File: src/rtl/amm_pkg.sv
// Shared constants for the abs/min/max issue controller: data width, ALU op codes,
// controller state encoding and op-mask helpers.
package amm_pkg;

    localparam int unsigned DATA_W = 8;
    localparam int unsigned MASK_W = 3;
    localparam int unsigned SEL_W  = 2;

    // 2'b11 is reserved and never driven.
    typedef enum logic [SEL_W-1:0] {
        OP_ABS = 2'b00,
        OP_MIN = 2'b01,
        OP_MAX = 2'b10
    } op_e;

    typedef enum logic [1:0] {
        S_IDLE  = 2'b00,
        S_ISSUE = 2'b01,
        S_CAPT  = 2'b10,
        S_DONE  = 2'b11
    } state_e;

    // Lowest enabled op wins, giving the fixed ABS -> MIN -> MAX order.
    function automatic op_e first_op(input logic [MASK_W-1:0] m);
        op_e op;
        if (m[0]) begin
            op = OP_ABS;
        end else if (m[1]) begin
            op = OP_MIN;
        end else begin
            op = OP_MAX;
        end
        return op;
    endfunction

    function automatic logic [MASK_W-1:0] op_bit(input op_e op);
        logic [MASK_W-1:0] b;
        case (op)
            OP_ABS:  b = MASK_W'(3'b001);
            OP_MIN:  b = MASK_W'(3'b010);
            OP_MAX:  b = MASK_W'(3'b100);
            default: b = '0;
        endcase
        return b;
    endfunction

endpackage

File: src/rtl/amm_issue_ctrl.sv
// Sequences up to three ops (ABS, MIN, MAX) through an external registered ALU
// for one latched operand pair and presents the captured results with a handshake.
module amm_issue_ctrl
    import amm_pkg::*;
(
    input  logic              clk,
    input  logic              rst,
    input  logic              in_valid,
    output logic              in_ready,
    input  logic [DATA_W-1:0] a_in,
    input  logic [DATA_W-1:0] b_in,
    input  logic [MASK_W-1:0] op_mask,
    output logic [DATA_W-1:0] alu_a,
    output logic [DATA_W-1:0] alu_b,
    output logic [SEL_W-1:0]  alu_sel,
    input  logic [DATA_W-1:0] alu_out,
    output logic [DATA_W-1:0] res_abs,
    output logic [DATA_W-1:0] res_min,
    output logic [DATA_W-1:0] res_max,
    output logic              out_valid,
    input  logic              out_ready
);

    state_e            state_q, state_d;
    op_e               sel_q, sel_d;
    logic [MASK_W-1:0] pend_q, pend_d;
    logic [DATA_W-1:0] a_q, a_d;
    logic [DATA_W-1:0] b_q, b_d;
    logic [DATA_W-1:0] res_abs_q, res_abs_d;
    logic [DATA_W-1:0] res_min_q, res_min_d;
    logic [DATA_W-1:0] res_max_q, res_max_d;
    logic              in_ready_q, in_ready_d;
    logic              out_valid_q, out_valid_d;
    logic              accept_c;

    assign accept_c = in_valid && in_ready_q;

    // State and datapath registers.
    always_ff @(posedge clk or posedge rst) begin
        if (rst) begin
            state_q     <= S_IDLE;
            sel_q       <= OP_ABS;
            pend_q      <= '0;
            a_q         <= '0;
            b_q         <= '0;
            res_abs_q   <= '0;
            res_min_q   <= '0;
            res_max_q   <= '0;
            in_ready_q  <= 1'b1;
            out_valid_q <= 1'b0;
        end else begin
            state_q     <= state_d;
            sel_q       <= sel_d;
            pend_q      <= pend_d;
            a_q         <= a_d;
            b_q         <= b_d;
            res_abs_q   <= res_abs_d;
            res_min_q   <= res_min_d;
            res_max_q   <= res_max_d;
            in_ready_q  <= in_ready_d;
            out_valid_q <= out_valid_d;
        end
    end

    // Next-state and output logic.
    always_comb begin
        state_d     = state_q;
        sel_d       = sel_q;
        pend_d      = pend_q;
        a_d         = a_q;
        b_d         = b_q;
        res_abs_d   = res_abs_q;
        res_min_d   = res_min_q;
        res_max_d   = res_max_q;
        out_valid_d = out_valid_q;

        case (state_q)
            S_IDLE: begin
                if (accept_c) begin
                    a_d       = a_in;
                    b_d       = b_in;
                    res_abs_d = '0;
                    res_min_d = '0;
                    res_max_d = '0;
                    if (op_mask != '0) begin
                        sel_d   = first_op(op_mask);
                        pend_d  = op_mask & ~op_bit(first_op(op_mask));
                        state_d = S_ISSUE;
                    end else begin
                        pend_d  = '0;
                        state_d = S_DONE;
                    end
                end
            end

            S_ISSUE: begin
                state_d = S_CAPT;
            end

            S_CAPT: begin
                case (sel_q)
                    OP_ABS:  res_abs_d = alu_out;
                    OP_MIN:  res_min_d = alu_out;
                    OP_MAX:  res_max_d = alu_out;
                    default: ;
                endcase
                if (pend_q != '0) begin
                    sel_d   = first_op(pend_q);
                    pend_d  = pend_q & ~op_bit(first_op(pend_q));
                    state_d = S_ISSUE;
                end else begin
                    out_valid_d = 1'b1;
                    state_d     = S_DONE;
                end
            end

            S_DONE: begin
                // A zero-mask transaction arrives with out_valid low and raises it one cycle later.
                if (out_valid_q && out_ready) begin
                    out_valid_d = 1'b0;
                    state_d     = S_IDLE;
                end else begin
                    out_valid_d = 1'b1;
                end
            end

            default: begin
                state_d = S_IDLE;
            end
        endcase

        in_ready_d = (state_d == S_IDLE);
    end

    assign in_ready  = in_ready_q;
    assign out_valid = out_valid_q;
    assign alu_a     = a_q;
    assign alu_b     = b_q;
    assign alu_sel   = sel_q;
    assign res_abs   = res_abs_q;
    assign res_min   = res_min_q;
    assign res_max   = res_max_q;

endmodule

File: config.mk
export PLATFORM = sky130hd
export DESIGN_NAME = amm_issue_ctrl
export DESIGN_NICKNAME = d
export VERILOG_FILES = /design/src/rtl/amm_pkg.sv /design/src/rtl/amm_issue_ctrl.sv
export SDC_FILE = /design/constraint.sdc
export NUM_CORES = 1
export LEC_CHECK = 0
export BUFFER_PORTS_ARGS = -buffer_cell sky130_fd_sc_hd__buf_2
export CAP_MARGIN = 30
export CORE_MARGIN = 5
export CORE_UTILIZATION = 49
export CTS_CLUSTER_SIZE = 28
export DETAILED_ROUTE_END_ITERATION = 6
export HOLD_SLACK_MARGIN = 0.15
export PLACE_DENSITY = 0.79
export SYNTH_ARGS = -nofsm -noshare
export SYNTH_HDL_FRONTEND = slang
export SYNTH_SLANG_ARGS = --single-unit
File: constraint.sdc
create_clock -name clk -period 1.9 [get_ports clk]
set_input_delay 0.38 -clock clk [delete_from_list [all_inputs] [get_ports clk]]
set_output_delay 0.38 -clock clk [all_outputs]
set_load 0.01 [all_outputs]
**Word level (Yosys, flattened, before mapping)**

Cells that the tools add are included.

- Equality and inequality tests: 16
- Mux-type cells: 36
- Bitwise gates (word level): 4
- Reductions and logical operators: 18

Operator list:

| kind | number |
|---|---|
| one-hot mux 8 bit (2 select lines) | 3 |
| two-way mux 8 bit | 4 |
| two-way mux 2 bit | 13 |
| two-way mux 3 bit | 8 |
| one-hot mux 3 bit (3 select lines) | 2 |
| AND reduction 3 bit | 4 |
| == test 2 bit (second input constant) | 5 |
| logical NOT 2 bit | 5 |
| == test 2 x 1 -> 1 bit (second input constant) | 4 |
| inequality test 2 bit (second input constant) | 4 |
| one-hot mux 2 bit (4 select lines) | 1 |
| bitwise AND 3 bit | 2 |
| inequality test 2 x 1 -> 1 bit (second input constant) | 3 |
| NOT 3 bit | 2 |
| one-hot mux 3 bit (2 select lines) | 1 |
| nonzero test 3 bit | 2 |
| one-hot mux 2 bit (2 select lines) | 1 |
| AND reduction 2 bit | 2 |
| AND reduction 4 bit | 1 |
| nonzero test 2 bit | 2 |
| logical AND 1 bit | 2 |
| two-way mux 1 bit | 2 |
| one-hot mux 1 bit (2 select lines) | 1 |

- Input bits: 31
- Output and inout port bits: 44
- Bits in registers: 49

**Logic depth before layout (Yosys ltp)**

- Depth after elaboration: 15
- Depth in mapped cells: 6
- Mapped depth without buffers: 3

**Least setup slack after synthesis**

OpenSTA, ideal clock, no wires.

- Kind: reg-to-reg
- Start: register in_ready_q (netlist: in_ready)
- End: register a_q[5] (netlist: alu_a[5])
- Data required time: 1.775 ns
- Stages on the path, launching flop included: 5
- Path slack: 0.295 ns
- Arrival: 1.480 ns
- Setup time: 0.125 ns
- Path buffers: 2
- Period minus slack after synthesis: 1.605 ns
- Cells stage by stage: dfstp_2 and4bb_2 buf_2 buf_4 mux2_2

- Word-level cells in the longest chain between the ends: 2

RTL lines:

| item | RTL line | RTL |
|---|---|---|
| start: declaration | amm_issue_ctrl.sv:32 | `logic in_ready_q, in_ready_d;` |
| start signal: assignment | amm_issue_ctrl.sv:60 | `in_ready_q <= in_ready_d;` |
| logical AND 1 bit | amm_issue_ctrl.sv:36 | `assign accept_c = in_valid && in_ready_q;` |
| AND reduction 2 bit (no line) | -- |  |
| end signal: assignment | amm_issue_ctrl.sv:44 | `a_q <= '0;` |
| end signal: assignment | amm_issue_ctrl.sv:55 | `a_q <= a_d;` |
| end: declaration | amm_issue_ctrl.sv:27 | `logic [DATA_W-1:0] a_q, a_d;` |

No other way between the ends.
A chain may end at the register's enable or synchronous reset.

**Worst setup path in the final report**

- Start: register state_q[1]
- End: register sel_q[0] (netlist: alu_sel[0])

- Word-level cells in the longest chain between the ends: 3
- Elaborated cells between the ends (all ways): 8

RTL lines:

| item | RTL line | RTL |
|---|---|---|
| start: declaration | amm_issue_ctrl.sv:24 | `state_e state_q, state_d;` |
| start signal: assignment | amm_issue_ctrl.sv:52 | `state_q <= state_d;` |
| == test 2 bit / logical NOT 2 bit (equally long branches) | amm_issue_ctrl.sv:77 | `case (state_q)` |
| inequality test 2 bit (no line) / nonzero test 2 bit (equally long branches) | -- |  |
| AND reduction 4 bit (no line) | -- |  |
| end signal: assignment | amm_issue_ctrl.sv:53 | `sel_q <= sel_d;` |
| end: declaration | amm_issue_ctrl.sv:25 | `op_e sel_q, sel_d;` |

Parallel ways exist; a longest one is shown, timed or not.

==> flow_summary.ini <==
[power]
power.internal_mw = 2.80
p_leak_nw = 1.37
p_sw_mw = 1.45
power_frac_comb_pct = 42.2
sw_frac_of_total_pct = 34.1
powerDensity_nw_per_um2 = 1590
vdd_drop_max_uv = 900
seqPwrFrac_pct = 42.6
clkPwrFrac_pct = 15.1

[critical_path]
path_cells = nand3b_2, o32ai_1, mux2_2
cpPeakStageDelay_ns = 0.44
cp-end-kind = flop
cp_max_fo = 6
slowest_stage = dfrtp_1
crit_required_ns = 2.08
startpoint_type = flop
critPathKind = reg -> reg
path_buf_inv = 0
cp_top_family = flip-flops
reg2reg_depth = 3
arrival_ns = 1.87
cp.depth = 3

[yosys]
syn_avg_cell_area_um2 = 14.1
syn_nets = 178
synth_flop_cell = dfrtp_1
synth_edf_count = 0
yosysTopAreaCell = dfrtp_1
synth.distinct_cells = 33
synth_top_area_share_pct = 57.8
ys_ff_latch = 49
syn_area_um2 = 2080
yosys_warnings = 0
seq_area_frac_synth_pct = 59.1
synthArstFlopShare_pct = 100
synth_cells = 147
synth_area_leaders = dfrtp_1 (58%), mux2_2 (23%), and2_1 (2.4%)

[clocking]
post_cts_resized = 0
postCtsSetupRepairBufs = 0
path_clk_slew_ns = 0.09
root_buffer = clkbuf_8
clk-insertion-delay-late_ns = 0.29
clockBufferDepth = 2
numCtsBuffers = 5
cts_sinks = 49
cts_tree = done
cts_htree_levels = 2

[drt]
drc = 0
viasPerCell = 5.17
wl_um = 4380
firstDrtPassIters = 4
antenna_left = 0
num_vias = 1464
drt_iter0_drc = 72
drt-wirelength-per-cell_um = 15.5

[sta]
hold_slack_ns = 0.316
post-route-min-period_ns = 1.69
slew_viol_final = 0
setup_violations = 0
worst_pin_slew_ns = 0.423
rsz0062_at_grt = false
clock_skew_ns = 0.00956
finalCritPeriodShare_pct = 89.1
relSlewSlack_pct = 71.6
hold_viol_final = 0
tns_ns = 0
max_freq_mhz = 591

[cells_and_area]
fin_nets = 263
layout-drive-gt1-share_pct = 60.9
layout_commonest_cell = buf_2
final_cell_mix = buf_2 (74), dfrtp_1 (48), mux2_2 (42)
area_growth_pct = 28.4
postLayoutCoreUtil_pct = 65.8
layout.cells.non_filler = 283
diodes = 0

[placed_design]
numPortBuffers = 74
dp_cells = 274
gp_congestion = 0.812
dp_hpwl_um = 3410

[global_routing]
grt_overflow = 0
antenna_found_initial = 0
grtUsageTotal_pct = 17.4
grt_max_degree = 31
grt_pass1_wl_um = 7400
grt_pass1_vias = 1544

[min_path]
whs_path_depth = 2
hold_class = in -> reg

[outcome]
outcome = finished clean

[floorplanning]
die_area_um2 = 5640
core.rowCount = 23
ios = 75
core_area_um2 = 4060
fp.dieW_um = 75.1
start_util_pct = 51.2
die_h_um = 75.1

[flow_run]
max-cap-violations = 0
==> flip-flops by register name, indices dropped and copies added, names as in the netlist <==
register,flops
in_ready,1
out_valid,1
alu_b,8
res_max,8
res_min,8
pend_q,3
state_q,2
res_abs,8
alu_a,8
alu_sel,2
==> power groups by stage <==
stage	clock network (mW)	logic [mW]	registers, mW
6_report	0.643	1.79	1.81
5_1_grt	0.708	1.97	1.89
3_3_place_gp	0	1.78	1.81
4_1_cts	0.662	1.83	1.82
3_5_place_dp	0	1.83	1.83
2_1_floorplan	0	0.908	1.99
==> path summary, 6_finish.rpt <==
check | start | to | slack [ns]
setup / recovery | state_q[1] | alu_sel[0] | 0.21
hold / removal | a_in[7] | alu_a[7] | 0.32
setup reg to reg | state_q[1] | alu_sel[0] | 0.21
hold reg to reg | alu_b[4] | alu_b[4] | 0.50
max in group asynchronous | rst | in_ready | 0.70
min in group asynchronous | rst | res_abs[3] | 0.63
==> repair_timing <==
| item | in CTS | in global routing |
|---|---|---|
| endpoints found under the setup margin | 0 | 0 |
| hold buffers | 1 | 0 |
| endpoints found under the hold margin | 19 | 0 |
==> through the flow <==
step	setup slack, ns	area [um2]	power [mW]
6_report	0.208	2670	4.25
5_1_grt	0.127	2670	4.56
4_1_cts	0.216	2670	4.31
3_5_place_dp	0.228	2560	3.66
3_3_place_gp	0.280	2560	3.59
2_1_floorplan	0.295	2080	2.90
==> metal layers <==
layer / track usage, % / wire length, um
met2: 27.7 / 2220
met1: 22.8 / 1860
met5: 0 / 0
met4: 4.94 / 23
met3: 6.14 / 279
==> cells in the mapped netlist (2+ instances only) <==
cell	instances
and2_1	8
buf_2	3
inv_1	4
o21a_1	3
nor3_1	2
nand2_1	3
nand2b_1	2
a21oi_2	2
nand3b_1	2
o21ai_0	4
a21oi_1	3
buf_4	2
dfrtp_1	48
mux2_2	42
==> cells by family (layout without fill, tap and decap cells) <==
group	after synthesis	after routing	share of synthesized area (%)
DFF	49	49	59.1
muxes	42	42	22.8
and+or+nand+nor	26	26	8.85
AOI/OAI and AO/OA	20	20	6.98
buffers and inverters	10	96	2.35
==> final cells by class <==
class,instances,area (um2)
Clock buffer,7,96.3
Sequential cell,49,1230
Clock inverter,1,5.00
Inverter,4,15.0
Tap cell,50,62.6
Fill cell,312,1390
Timing Repair Buffer,84,460
Multi-Input combinational cell,88,802
Power figures use the tool's default switching activity.
